--- src/rtl/wb_pkg.sv ---
// Shared definitions for the writeback arbiter and its round-robin sub-block.
//   REG_ADDR_W        : register-file address width
//   WB_REQ_IU/LSU/MD  : requester index assignment on the arbiter's request vectors
//   wb_req_t          : one writeback request (destination register + result)
package wb_pkg;

  localparam int unsigned REG_ADDR_W = 5;
  localparam int unsigned WB_XLEN    = 32;

  localparam int unsigned WB_REQ_IU  = 0;
  localparam int unsigned WB_REQ_LSU = 1;
  localparam int unsigned WB_REQ_MD  = 2;

  typedef struct packed {
    logic [REG_ADDR_W-1:0] waddr;
    logic [WB_XLEN-1:0]    wdata;
  } wb_req_t;

endpackage

--- src/rtl/rr_arbiter.sv ---
// Round-robin arbiter. The search starts at the pointer and wraps modulo NREQ.
// The pointer moves to one past the winner on every cycle a grant is issued.
// Ports:
//   clk, rst : clock, synchronous active-high reset (pointer returns to 0)
//   en       : grants are issued only while en is high
//   req      : request vector
//   gnt      : one-hot grant, all zero when en is low or nothing is requested
//   gnt_idx  : index of the winning requester (meaningful only when gnt != 0)
module rr_arbiter
  import wb_pkg::*;
#(
  parameter int unsigned NREQ = 3,
  localparam int unsigned IdxW = $clog2(NREQ)
) (
  input  logic            clk,
  input  logic            rst,
  input  logic            en,
  input  logic [NREQ-1:0] req,
  output logic [NREQ-1:0] gnt,
  output logic [IdxW-1:0] gnt_idx
);

  logic [IdxW-1:0] ptr_q, ptr_d;
  logic            found;
  int unsigned     cand;

  always_comb begin
    gnt     = '0;
    gnt_idx = ptr_q;
    found   = 1'b0;
    cand    = 0;
    for (int unsigned k = 0; k < NREQ; k++) begin
      cand = (32'(ptr_q) + k) % NREQ;
      if (!found && req[cand[IdxW-1:0]]) begin
        found   = 1'b1;
        gnt_idx = cand[IdxW-1:0];
      end
    end
    if (en && found) begin
      gnt[gnt_idx] = 1'b1;
    end
  end

  always_comb begin
    ptr_d = ptr_q;
    if (en && found) begin
      ptr_d = (gnt_idx == IdxW'(NREQ - 1)) ? '0 : gnt_idx + IdxW'(1);
    end
  end

  always_ff @(posedge clk) begin
    if (rst) begin
      ptr_q <= '0;
    end else begin
      ptr_q <= ptr_d;
    end
  end

endmodule

--- src/rtl/wb_arbiter.sv ---
// Writeback arbiter: shares the single register-file write port among the
// execution units (0 integer, 1 load, 2 mul/div). One request is accepted per
// cycle by round-robin and registered into a one-entry output stage.
// Writes to x0 are accepted but never presented on the write port.
// Ports:
//   clk, rst          : clock, synchronous active-high reset
//   i_req_valid       : per-requester writeback valid
//   o_req_ready       : per-requester accept, one-hot or zero
//   i_req_waddr/wdata : per-requester destination register and result
//   o_wb_rd_w*        : register-file write valid/address/data
//   i_wb_rd_wready    : register-file port can accept
//   o_stall_cnt       : per-requester saturating stall counters
//                       (only when WB_ARB_PERF_EN is defined)
module wb_arbiter
  import wb_pkg::*;
#(
  parameter int unsigned XLEN = 32,
  parameter int unsigned NREQ = 3
) (
  input  logic                             clk,
  input  logic                             rst,
  input  logic [NREQ-1:0]                  i_req_valid,
  output logic [NREQ-1:0]                  o_req_ready,
  input  logic [NREQ-1:0][REG_ADDR_W-1:0]  i_req_waddr,
  input  logic [NREQ-1:0][XLEN-1:0]        i_req_wdata,
  output logic                             o_wb_rd_wvalid,
  output logic [REG_ADDR_W-1:0]            o_wb_rd_waddr,
  output logic [XLEN-1:0]                  o_wb_rd_wdata,
  input  logic                             i_wb_rd_wready
`ifdef WB_ARB_PERF_EN
  ,
  output logic [NREQ-1:0][31:0]            o_stall_cnt
`endif
);

  localparam int unsigned IdxW = $clog2(NREQ);

  logic                  out_free;
  logic                  arb_en;
  logic                  accept;
  logic [NREQ-1:0]       gnt;
  logic [IdxW-1:0]       gnt_idx;
  logic                  wvalid_q;
  logic [REG_ADDR_W-1:0] waddr_q;
  logic [XLEN-1:0]       wdata_q;

  // The stage can take a new entry when empty or when it drains this cycle.
  assign out_free = !wvalid_q || i_wb_rd_wready;
  // Holding ready low in reset keeps requesters from seeing a phantom accept.
  assign arb_en   = out_free && !rst;

  rr_arbiter #(
    .NREQ (NREQ)
  ) u_rr_arbiter (
    .clk     (clk),
    .rst     (rst),
    .en      (arb_en),
    .req     (i_req_valid),
    .gnt     (gnt),
    .gnt_idx (gnt_idx)
  );

  assign o_req_ready = gnt;
  assign accept      = |gnt;

  always_ff @(posedge clk) begin
    if (rst) begin
      wvalid_q <= 1'b0;
      waddr_q  <= '0;
      wdata_q  <= '0;
    end else if (out_free) begin
      if (accept) begin
        wvalid_q <= (i_req_waddr[gnt_idx] != '0);
        waddr_q  <= i_req_waddr[gnt_idx];
        wdata_q  <= i_req_wdata[gnt_idx];
      end else begin
        wvalid_q <= 1'b0;
      end
    end
  end

  assign o_wb_rd_wvalid = wvalid_q;
  assign o_wb_rd_waddr  = waddr_q;
  assign o_wb_rd_wdata  = wdata_q;

`ifdef WB_ARB_PERF_EN
  logic [NREQ-1:0][31:0] stall_cnt_q;

  always_ff @(posedge clk) begin
    if (rst) begin
      stall_cnt_q <= '0;
    end else begin
      for (int i = 0; i < NREQ; i++) begin
        if (i_req_valid[i] && !gnt[i] && (stall_cnt_q[i] != '1)) begin
          stall_cnt_q[i] <= stall_cnt_q[i] + 32'd1;
        end
      end
    end
  end

  assign o_stall_cnt = stall_cnt_q;
`else
  // No stall counters in this build.
`endif

endmodule

--- config.mk ---
export PLATFORM = sky130hd
export DESIGN_NAME = wb_arbiter
export DESIGN_NICKNAME = d
export VERILOG_FILES = /design/src/rtl/wb_pkg.sv /design/src/rtl/rr_arbiter.sv /design/src/rtl/wb_arbiter.sv
export SDC_FILE = /design/constraint.sdc
export NUM_CORES = 1
export LEC_CHECK = 0
export BUFFER_PORTS_ARGS = -buffer_cell sky130_fd_sc_hd__buf_2
export CORE_MARGIN = 2
export CORE_UTILIZATION = 44
export CTS_CLUSTER_DIAMETER = 150
export CTS_CLUSTER_SIZE = 28
export DETAILED_ROUTE_END_ITERATION = 10
export GPL_TIMING_DRIVEN = 0
export PLACE_DENSITY = 0.85
export SYNTH_ARGS = -nofsm -noshare
export SYNTH_HDL_FRONTEND = slang
export SYNTH_SLANG_ARGS = --single-unit
export TNS_END_PERCENT = 5
--- constraint.sdc ---
create_clock -name clk -period 5.7 [get_ports clk]
set_input_delay 0.57 -clock clk [delete_from_list [all_inputs] [get_ports clk]]
set_output_delay 0.57 -clock clk [all_outputs]
set_load 0.05 [all_outputs]
# Word-level counts from Yosys, hierarchy flattened
# Cells that the tools add are included.
# op_classes
addsub	3
multipliers	0
n_div	3
magnitude_cmp	5
n_eq_ne	1
shift	0
mux	21
bitwise_logic	0
n_reduce_logical	13
# ops
op	count
$bmux W32 S2	1
$mod A32 B2 Y32 const B	2
$mod A2 B2 Y32 const B	1
$mux W32	1
$lt A2 B3 Y1 const B	4
$bmux W5 S2	1
$mux W1	8
$mux W2	4
$bmux W1 S2	3
$logic_and A1 B1 Y1	5
$mux W5	1
$reduce_bool A5 Y1	1
$logic_not A1 Y1	4
$add A2 B1 Y3 const B	1
$add A2 B2 Y3 const B	1
$mux W3	1
$reduce_or A3 Y1	1
$add A2 B1 Y2 const B	1
$demux W1 S2	1
$eq A2 B2 Y1 const B	1
$ge A2 B1 Y1 const B	1
$reduce_and A2 Y1	1
$logic_or A1 B1 Y1	1
# word_totals
reg_bits	40
latchBits	0
ramBits	0
mem_bits_ro	0
out_inout_bits	41
memories	0

# Depth between registers and ports, before layout
# logic_depth
word_depth	17
depth_mapped	12
depth_no_buf	9

# Cells and area by module
# A second synthesis with hierarchy kept.
# unflattened
cells_unflattened	297
area_unflattened_um2	2547.4
# by_module_without_submodules
mod	n_inst	cells_each	area_each_um2	seq_area_each_um2
wb_arbiter	1	256	2190.9	760.7
rr_arbiter	1	41	356.6	40.0

# Least setup slack after synthesis
# OpenSTA, ideal clock, no wires.
# synth_path
kind	register to output
start	register u_rr_arbiter.ptr_q[0]
end	output o_req_ready[0]
arrival_time_ns	2.311
required_ns	5.130
setup_slack_ns	2.819
stages_incl_launch_ff	9
n_path_buf	0
path_cell_list	dfxtp_1 > inv_1 > ha_1 > nand3b_1 > o21ai_1 > a21oi_1 > o21ai_1 > nand2b_1 > nor2_1
# synth_via
elab_chain_len	15
elab_cells_between_ends	28
cone_classes	2 x add/sub; 3 x div; 2 x order compare; 15 x mux; 6 x reduce/logical
# synth_lines
element	line	text
start, declared	rr_arbiter.sv:23	logic [IdxW-1:0] ptr_q, ptr_d;
start signal, assigned	rr_arbiter.sv:55	ptr_q <= ptr_d;
parallel branches: the longest is 14 deep, another holds $mod A32 B2 Y32	n/a	
$mux W3 (*)	rr_arbiter.sv:39	if (en && found) begin
end, declared	wb_arbiter.sv:23	output logic [NREQ-1:0] o_req_ready,
# Mark *: on every way between the ends. The select of a mux whose other input is x is not followed.

# Worst setup path in the final report
# layout_path
start	register u_rr_arbiter.ptr_q[1]
end	output o_req_ready[0]
# Same word-level chain as after synthesis.

==> out/results.txt <==
The clock sink count was 40. The time the worst path needs with I/O delays and setup is 3.28 ns. The number of global-route vias before repair was 2591; the number of antenna violations at the first check in global routing was 0.

The share of final-layout standard cells stronger than drive strength 1 was 48.4%. The tools report the total clock buffers created by CTS as 5. The kind of path behind the tightest hold check is register to register. For this run, the post-layout net count is 527. The number of hold violations in the final report was 0. Static timing analysis puts the maximum clock frequency at 304 MHz.

The placeable core area was 4820 um^2; the total placed instance area was 3110 um^2. The first global-routing pass estimated 11.7 mm of wire. In this run the power density over the cells is 707 nW/um^2. The finished cells cover 3230 um^2. At the pin with the least slew margin, the transition time is 0.549 ns. After synthesis the cells add up to 2240 um^2. Total detailed-routing wirelength: 7.78 mm. Before antenna repair, the detailed router went through 6 iterations.

For the sequential fraction of the synthesis area, the log shows 35.8%. The analysis attributes to cell leakage a power of 1.50 nW. Clock latency on the worst-skew pair, taken at its later pin, is 0.29 ns. Counting flops with an async set or reset pin after synthesis yields a share of 0%. The largest single stage delay on the critical path is 0.46 ns. The ratio of final minimum period to clock period works out to 57.6%. The flow ran to the end, and the final reports show no timing, DRC or antenna violations. On the critical path the largest part of the delay comes from compound AO/OA/AOI/OAI gates.

The logs give 0 for the residual DRC count and 2.42 ns for the setup slack of the critical path after layout. The worst setup path is captured at a primary output. STA puts the critical path data arrival time at 2.71 ns. Post-cts sizing count: 0. For this run, the leading register cell type out of synthesis is dfxtp_1. The library cell contributing the largest single delay on the critical path is dfxtp_1. The most common cell after layout, fill and taps aside was buf_2. The critical path in this run is classified as register to primary output.

Number of I/O pins: 158. The root buffer cell was clkbuf_8. In the final timing run, aggregate negative setup slack is 0 ns. The congestion estimate from routability-driven global placement came to 0.889. Global routing consumed, over all layers together, 27.0% of the routing resources.

The total overflow left after global routing is 0. The maximum clock skew at final layout was 0.00652 ns. Via total after detailed routing: 2734.

The average routed wire per standard cell came out at 16.4 um. The largest fanout on the critical path is 8. Cells fill 67.1% of the core in the end. STA puts the critical path data required time at 5.13 ns.

The number of nets in the synthesized netlist is 363. Element type at the critical path start: a register. After synthesis, the mean cell area works out to 9.24 um^2. Traced cell by cell, the critical path runs through inv_1 > ha_1 > mux2i_1 > a2bb2oi_4 > nand2_1 > o21ai_1 > nand2b_1 > nor2_1 > buf_2. In this run the remaining antenna-violating nets after routing total 0. The worst pin sits at a relative slew slack of 63.4%.

The die covers 5670 um^2. The overall power was 2.29 mW; the number of fill cells was 441. The detailed router finished its first iteration with 240 violations. Setup repair after global routing left no endpoint under its margin. TritonCTS built the clock tree. The HPWL after detailed placement is 6.10 mm. The starting density of the core came out at 46.4%. For the number of rows created at floorplan, the log shows 25. The gate count of the mapped netlist came out at 242. After clock tree synthesis, the clock-pin slew on the worst setup and hold paths is 0.08 ns.

The count of max-cap constraint violations is 0. The count of final setup violators is 0. For this run, the number of Yosys warnings is 0. Counting along the longest clock path gives a buffer depth of 2. The tools report the pin count of the biggest net entering global routing as 13.

The depth of the CTS H-tree was 2. During placement, the flow inserted port buffers numbering 157. Synthesis inferred 40 register bits.

Leaving out fill and tap cells, the most frequent cells in the layout are buf_2, dfxtp_1, nor2_1, a222oi_1, a211oi_1. In the routed layout, each cell is associated on average with a via count of 5.77. From bottom edge to top edge, the die measures 75.3 um.

Buffers inserted to repair hold after CTS numbered 0. In this run the horizontal extent of the chip is 75.3 um. The logs give 2.72 ns for the placement-stage worst setup slack and 0 for the number of max-slew violations in the final report. Counting both buffers and inverters, the worst setup path holds a total of 2. The worst-case IR drop observed on VDD is 0.425 mV. Buffers added to address setup during post-CTS repair amount to 0.

In this run, synthesis inferred 0 flip-flops with an integrated enable. The number of antenna diodes in the final layout is 0. The layout overhead on the synthesized area is 44.5%, and the number of distinct library cells after synthesis is 45.
[synth_stat cells (2+ instances only)]
| cell | number | area (um^2) |
|---|---|---|
| nand2_1 | 4 | 15.0 |
| nor2_1 | 36 | 135 |
| a21oi_1 | 12 | 60.1 |
| nor2b_1 | 4 | 25.0 |
| a221oi_1 | 2 | 17.5 |
| o21ai_1 | 3 | 15.0 |
| nand3b_1 | 2 | 15.0 |
| o21ai_0 | 13 | 65.1 |
| ha_1 | 4 | 50.1 |
| clkbuf_1 | 6 | 22.5 |
| inv_1 | 3 | 11.3 |
| buf_4 | 4 | 30.0 |
| a222oi_1 | 36 | 360 |
| buf_2 | 7 | 35.0 |
| buf_6 | 7 | 78.8 |
| or2_2 | 3 | 18.8 |
| o21a_1 | 3 | 22.5 |
| mux2i_1 | 3 | 30.0 |
| a211oi_1 | 24 | 180 |
| dfxtp_1 | 40 | 801 |
| nor3_1 | 2 | 10.0 |
[cells by family after synthesis]
family,Yosys count,share of synthesized area (%)
buffers and inverters,27,7.94
and+or+nand+nor,58,12.1
AOI/OAI and AO/OA,110,40.5
adders and majority gates,4,2.24
DFF,40,35.8
muxes,3,1.34
[tightest hold or removal path, delay by kind of cell, from the launching register on]
family          cells  cell delay, ns
simple gates        1            0.09
flops               1            0.31
compound gates      1            0.05
[area by class of cell]
class                      count  area [um^2]  share of cell area (%)
buffer                        24          166                    5.15
clock buffer                   7         96.3                    2.98
inverter                       3         11.3                   0.348
timing repair buffer         157          786                    24.3
multi-input combinational    175         1260                    38.9
sequential                    40          801                    24.8
clock inverter                 1         30.0                   0.929
tap                           67         83.8                    2.59
[stage by stage]
step	std cells	hold slack, ns
after CTS	474	0.500
after global routing	474	0.521
after detailed placement	466	0.490
after floorplan	242	0.512
after global placement	466	0.482
final	474	0.497
[path summary, 6_finish.rpt]
| check | from | endpoint | slack [ns] | cells past startpoint |
|---|---|---|---|---|
| setup / recovery | u_rr_arbiter.ptr_q[1] | o_req_ready[0] | 2.42 | 9 |
| setup reg to reg | u_rr_arbiter.ptr_q[1] | o_wb_rd_wvalid | 2.65 | 9 |
| hold / removal | o_wb_rd_wdata[26] | o_wb_rd_wdata[26] | 0.50 | 2 |
| hold reg to reg | o_wb_rd_wdata[26] | o_wb_rd_wdata[26] | 0.50 | 2 |
[where the power goes]
part | switching, mW | leakage (nW) | internal [mW]
registers | 0.0470 | 0.330 | 0.371
logic | 1.04 | 1.11 | 0.576
clock network | 0.0967 | 0.0645 | 0.154
total | 1.18 | 1.50 | 1.10
[flip-flops by register name, summed over array words and instances (netlist names)]
name / cells
o_wb_rd_waddr: 5
u_rr_arbiter.ptr_q: 2
o_wb_rd_wdata: 32
o_wb_rd_wvalid: 1
[per-layer routing]
metal	share of wire, %	GRT usage [%]	vias to the layer above	wire (um)
met4	0.98	8.19	0	76
met2	48	47.1	164	3760
li1	-	-	1312	-
met3	9.7	5.29	10	756
met5	0	0	-	0
met1	41	33.6	1248	3180
Note: power is estimated with default switching activity, not from simulation.
